==> config.mk <==
export PLATFORM = sky130hd
export DESIGN_NAME = slc3_input_conditioner
export DESIGN_NICKNAME = d
export VERILOG_FILES = /design/src/rtl/slc3_input_pkg.sv /design/src/rtl/slc3_input_conditioner_debounce_channel.sv /design/src/rtl/slc3_input_conditioner.sv
export SDC_FILE = /design/constraint.sdc
export NUM_CORES = 1
export LEC_CHECK = 0
export BUFFER_PORTS_ARGS = -buffer_cell sky130_fd_sc_hd__buf_2
export CORE_MARGIN = 1.5
export CORE_UTILIZATION = 50
export CTS_CLUSTER_DIAMETER = 30
export CTS_CLUSTER_SIZE = 30
export DETAILED_ROUTE_END_ITERATION = 6
export PLACE_DENSITY = 0.73
export SLEW_MARGIN = 25
export SYNTH_ARGS = -nofsm -noshare
export SYNTH_HDL_FRONTEND = slang
export SYNTH_SLANG_ARGS = --single-unit
==> constraint.sdc <==
create_clock -name Clk -period 2.74 [get_ports Clk]
set_input_delay 0.411 -clock Clk [delete_from_list [all_inputs] [get_ports Clk]]
set_output_delay 0.411 -clock Clk [all_outputs]
set_load 0.02 [all_outputs]
==> src/rtl/slc3_input_pkg.sv <==
// -----------------------------------------------------------------------------
// slc3_input_pkg
// Shared types and constants for the SLC-3 input conditioner.
//   btn_state_t             : per-button debounce FSM state
//   DEBOUNCE_CYCLES_DEFAULT : stable-cycle count needed to accept a button change
//   CNT_W                   : width of the debounce counter
// -----------------------------------------------------------------------------
package slc3_input_pkg;

    typedef enum logic [1:0] {
        RELEASED    = 2'd0,
        PRESS_CHK   = 2'd1,
        PRESSED     = 2'd2,
        RELEASE_CHK = 2'd3
    } btn_state_t;

    localparam int unsigned DEBOUNCE_CYCLES_DEFAULT = 32'd50000;
    localparam int unsigned CNT_W                   = 32'd16;

endpackage : slc3_input_pkg

==> src/rtl/slc3_input_conditioner_debounce_channel.sv <==
// -----------------------------------------------------------------------------
// debounce_channel
// One active-low pushbutton: 2-flop synchronizer, debounce FSM and counter.
// Ports:
//   clk    : system clock, rising edge
//   reset  : synchronous, active-high (does not touch the synchronizer)
//   btn_n  : raw asynchronous button, 0 = pressed
//   pulse  : one-cycle pulse per accepted press (registered)
//   level  : debounced button state, 1 = pressed (registered)
// -----------------------------------------------------------------------------
module debounce_channel
    import slc3_input_pkg::*;
#(
    parameter int unsigned DEBOUNCE_CYCLES = DEBOUNCE_CYCLES_DEFAULT
) (
    input  logic clk,
    input  logic reset,
    input  logic btn_n,
    output logic pulse,
    output logic level
);

    localparam logic [CNT_W-1:0] CNT_LAST = CNT_W'(DEBOUNCE_CYCLES - 32'd1);

    logic             sync1_d, sync1_q;
    logic             sync2_d, sync2_q;
    logic             pressed_s;
    btn_state_t       state_d, state_q;
    logic [CNT_W-1:0] cnt_d,   cnt_q;
    logic             pulse_d, pulse_q;
    logic             level_d, level_q;

    // Synchronizer next values: straight shift of the raw input.
    always_comb begin
        sync1_d = btn_n;
        sync2_d = sync1_q;
    end

    // Synchronizer flops: load every edge, deliberately outside reset.
    always_ff @(posedge clk) begin
        sync1_q <= sync1_d;
        sync2_q <= sync2_d;
    end

    assign pressed_s = ~sync2_q;

    // Debounce FSM next-state, counter and output logic.
    // level only changes when a check completes, so the post-reset
    // RELEASE_CHK state can carry level=0 without forcing it high.
    always_comb begin
        state_d = state_q;
        cnt_d   = cnt_q;
        pulse_d = 1'b0;
        level_d = level_q;
        case (state_q)
            RELEASED: begin
                if (pressed_s) begin
                    state_d = PRESS_CHK;
                    cnt_d   = {CNT_W{1'b0}};
                end else begin
                    state_d = RELEASED;
                end
            end
            PRESS_CHK: begin
                if (!pressed_s) begin
                    state_d = RELEASED;
                end else if (cnt_q == CNT_LAST) begin
                    state_d = PRESSED;
                    pulse_d = 1'b1;
                    level_d = 1'b1;
                end else begin
                    cnt_d = cnt_q + {{(CNT_W-1){1'b0}}, 1'b1};
                end
            end
            PRESSED: begin
                if (!pressed_s) begin
                    state_d = RELEASE_CHK;
                    cnt_d   = {CNT_W{1'b0}};
                end else begin
                    state_d = PRESSED;
                end
            end
            RELEASE_CHK: begin
                if (pressed_s) begin
                    // Bounce back (or button held through reset): no pulse.
                    state_d = PRESSED;
                    level_d = 1'b1;
                end else if (cnt_q == CNT_LAST) begin
                    state_d = RELEASED;
                    level_d = 1'b0;
                end else begin
                    cnt_d = cnt_q + {{(CNT_W-1){1'b0}}, 1'b1};
                end
            end
            default: begin
                state_d = RELEASE_CHK;
                cnt_d   = {CNT_W{1'b0}};
                level_d = 1'b0;
            end
        endcase
    end

    // FSM state, counter and registered outputs with synchronous reset.
    always_ff @(posedge clk) begin
        if (reset) begin
            state_q <= RELEASE_CHK;
            cnt_q   <= {CNT_W{1'b0}};
            pulse_q <= 1'b0;
            level_q <= 1'b0;
        end else begin
            state_q <= state_d;
            cnt_q   <= cnt_d;
            pulse_q <= pulse_d;
            level_q <= level_d;
        end
    end

    assign pulse = pulse_q;
    assign level = level_q;

endmodule : debounce_channel

==> src/rtl/slc3_input_conditioner.sv <==
// -----------------------------------------------------------------------------
// slc3_input_conditioner
// Synchronizes and debounces raw SLC-3 board inputs.
// Ports:
//   Clk            : system clock (50 MHz), rising edge
//   Reset          : synchronous, active-high, hold >= 2 cycles
//   Run, Continue  : raw active-low pushbuttons (asynchronous)
//   SW[9:0]        : raw slide switches (asynchronous)
//   Run_pulse      : one-cycle pulse per accepted Run press
//   Continue_pulse : one-cycle pulse per accepted Continue press
//   Run_level      : debounced Run, 1 = pressed
//   Continue_level : debounced Continue, 1 = pressed
//   SW_sync[9:0]   : 2-flop synchronized switches (not reset)
// -----------------------------------------------------------------------------
module slc3_input_conditioner
    import slc3_input_pkg::*;
#(
    parameter int unsigned DEBOUNCE_CYCLES = DEBOUNCE_CYCLES_DEFAULT
) (
    input  logic       Clk,
    input  logic       Reset,
    input  logic       Run,
    input  logic       Continue,
    input  logic [9:0] SW,
    output logic       Run_pulse,
    output logic       Continue_pulse,
    output logic       Run_level,
    output logic       Continue_level,
    output logic [9:0] SW_sync
);

    logic [9:0] sw1_d, sw1_q;
    logic [9:0] sw2_d, sw2_q;

    debounce_channel #(
        .DEBOUNCE_CYCLES (DEBOUNCE_CYCLES)
    ) u_run (
        .clk   (Clk),
        .reset (Reset),
        .btn_n (Run),
        .pulse (Run_pulse),
        .level (Run_level)
    );

    debounce_channel #(
        .DEBOUNCE_CYCLES (DEBOUNCE_CYCLES)
    ) u_continue (
        .clk   (Clk),
        .reset (Reset),
        .btn_n (Continue),
        .pulse (Continue_pulse),
        .level (Continue_level)
    );

    // Switch synchronizer next values.
    always_comb begin
        sw1_d = SW;
        sw2_d = sw1_q;
    end

    // Switch synchronizer flops: free-running, no reset.
    always_ff @(posedge Clk) begin
        sw1_q <= sw1_d;
        sw2_q <= sw2_d;
    end

    assign SW_sync = sw2_q;

endmodule : slc3_input_conditioner

==> flow_metrics.tcl <==
set metrics [dict create \
    totalWireLength_um 4586 \
    clk_latency_ns 0.33 \
    vias 1818 \
    htree_levels 3 \
    synth_top_area_share_pct 52.92 \
    ios 28 \
    max-cap-violations 0 \
    clock_power_share_pct 48.8 \
    syn_nets 262 \
    seqPwrFrac_pct 47.5 \
    hp-class "input pin to flop" \
    skew_ns 0.006656 \
    synth_cells 246 \
    die_w_um 72.59 \
    switchingPower_mw 0.4318 \
    grt_remaining_overflow 0 \
    viasPerCell 5.363 \
    ys_seq_area_share_pct 52.92 \
    p_int_mw 1.620 \
    synth_area_leaders "dfxtp_1 53%, xnor2_1 6.1%, nor2_1 5.3%" \
    fin_tns_setup_ns 0 \
    max_freq_mhz 480.2 \
    power.density_nw_per_um2 720.8 \
    ys.flop_type "dfxtp_1" \
    die-area_um2 5269 \
    grt_usage_pct 18.74 \
    path_delay_family "simple AND/OR/NAND/NOR gates" \
    synthArstFlopShare_pct 0 \
    timing.critical_path.buf_inv 1 \
    start_util_pct 51.60 \
    hold_slack_ns 0.1736 \
    cts_resized 0 \
    io_buffers 27 \
    finalSetupViolCount 0 \
    grt_pass1_vias 1654 \
    drive_above_1_share_pct 19.65 \
    crit_fanout 8 \
    cts-root-buf "clkbuf_8" \
    status "finished clean" \
    clkSinkCount 64 \
    ys_types 44 \
    min_from "SW[2]" \
    avgSynthCellArea_um2 9.842 \
    slowest_stage "or4b_4" \
    hold_viol 0 \
    arrival_ns 2.31 \
    nNetsFinal 296 \
    finalWeightedCongestion 0.8792 \
    start_kind "flop" \
    final.period_utilization_pct 76.00 \
    n_antenna_cell 0 \
    path_clk_slew_ns 0.07 \
    core_um2 4692 \
    vdd_drop_max_uv 704.1 \
    fp-row-count 25 \
    grt_first_pass_wirelength_um 7389 \
    cp_cell_sequence "or4b_4, nor4_4, buf_4, nand2_2, a211o_1" \
    firstDrtPassIters 4 \
    layout_commonest_cell "dfxtp_1" \
    clockBufferDepth 2 \
    worstMarginPinSlew_ns 0.6080 \
    numCtsBuffers 9 \
    grt_max_degree 17 \
    yosys_register_bits 64 \
    antenna_found_initial 0 \
    criticalPathCategory "flop to flop" \
    synth-edff-count 0 \
    max_stage_delay_ns 0.49 \
    area_delta_synth_final_pct 17.57 \
    cts_hold_buffers 0 \
    final_cell_mix "64 x dfxtp_1, 34 x nor2_1, 27 x buf_2" \
    drtIter0Drc 88 \
    netSwitchingFraction_pct 21.04 \
    antenna_left 0 \
    cts_tree "yes" \
    wire_per_inst_um 13.53 \
    remaining_drc_errors 0 \
    crit_path_start "u_run.cnt_q[6]$_SDFFE_PP0P_" \
    dieHeight_um 72.59 \
    synth_area_leader_cell "dfxtp_1" \
    slew_viol_final 0 \
    dp_hpwl_um 2821 \
    postCtsSetupBuffers 0 \
    ys_warn_count 0 \
    combPwrFrac_pct 3.7 \
    syn-cell-area_um2 2421 \
    r2r-start "u_run.cnt_q[6]$_SDFFE_PP0P_" \
    slew_headroom_pct 59.17 \
    worst_ep_required_time_ns 2.97 \
    leakagePower_nw 1.088 \
    grt_setup_unrepaired "false" \
    min_period_ns 2.082 \
    end_kind "flop" \
]
[cells in the mapped netlist, drive strengths merged (2+ instances only)]
cell / n
nor2: 34
clkbuf: 4
nor3: 7
xnor2: 17
nor4: 5
mux2i: 2
dfxtp: 64
nand4b: 2
a2111oi: 2
nand4: 9
xor2: 10
a21oi: 9
inv: 6
o21ai: 6
a211oi: 2
ha: 2
and4: 4
or3: 2
a211o: 3
buf: 2
and2: 6
a21o: 3
o211ai: 3
and3: 2
nand2: 16
nand3: 14
[power by group through the flow]
stage               registers, mW  logic [mW]  clock network, mW
floorplan                    1.00      0.0381                  0
CTS                         0.974      0.0771               1.02
finish                      0.974      0.0762               1.00
global placement            0.992      0.0744                  0
global route                0.977      0.0829               1.06
detailed placement          0.994      0.0756                  0
[worst reg2reg max path, delay by kind of cell, from the launching register on]
family	cells	cell delay [ns]
AO/OA/AOI/OAI	1	0.32
buffers and inverters	1	0.24
flip-flops	1	0.39
AND/OR/NAND/NOR	3	1.03
[final timing paths]
path	slack [ns]	end	depth (start not counted)
worst max-delay path	0.66	flop	5
worst min-delay path	0.17	sw1_q[2]$_DFF_P_	1
worst max register to register	0.66	flop	5
worst min register to register	0.33	u_run.sync2_q$_DFF_P_	0
[final cells by class]
cell class	count	area, µm²
sequential	64	1281
clock inverter	6	115.1
fill	388	1846
timing repair buffer	30	157.7
clock buffer	10	137.6
inverter	6	22.52
multi-input combinational	169	1065
tap	54	67.56
[sequential cells by signal, indices dropped and copies added, names as in the netlist, 10 cells and up, named ones only]
register	count
u_continue.cnt_q	16
u_run.cnt_q	16
SW_sync	10
sw1_q	10
[metal layers]
metal,share of wire [%],global-route usage (%)
met1,46,22.89
met2,45,28.13
met5,0,0
met4,2.8,13.21
met3,5.5,5.663
[logic make-up after synthesis]
group,synth area share [%]
AND/OR/NAND/NOR,23.31
XOR/XNOR,9.767
AO/OA/AOI/OAI,9.044
adder cells (fa/ha/maj),1.033
buffers and inverters,3.100
flip-flops,52.92
multiplexers,0.8269
[per-stage QoR]
| step | utilization [%] | cell area [µm²] | instances | total power [mW] | setup WS, ns |
|---|---|---|---|---|---|
| after detailed placement | 55.28 | 2594 | 323 | 1.069 | 0.7035 |
| after floorplan | - | 2421 | 246 | 1.040 | 0.9573 |
| after global placement | 55.28 | 2594 | 323 | 1.067 | 0.7122 |
| after global routing | 60.67 | 2846 | 339 | 2.115 | 0.5621 |
| final | 60.67 | 2846 | 339 | 2.052 | 0.6576 |
| after CTS | 60.67 | 2846 | 339 | 2.070 | 0.6713 |
Note: power is estimated with default switching activity, not from simulation.
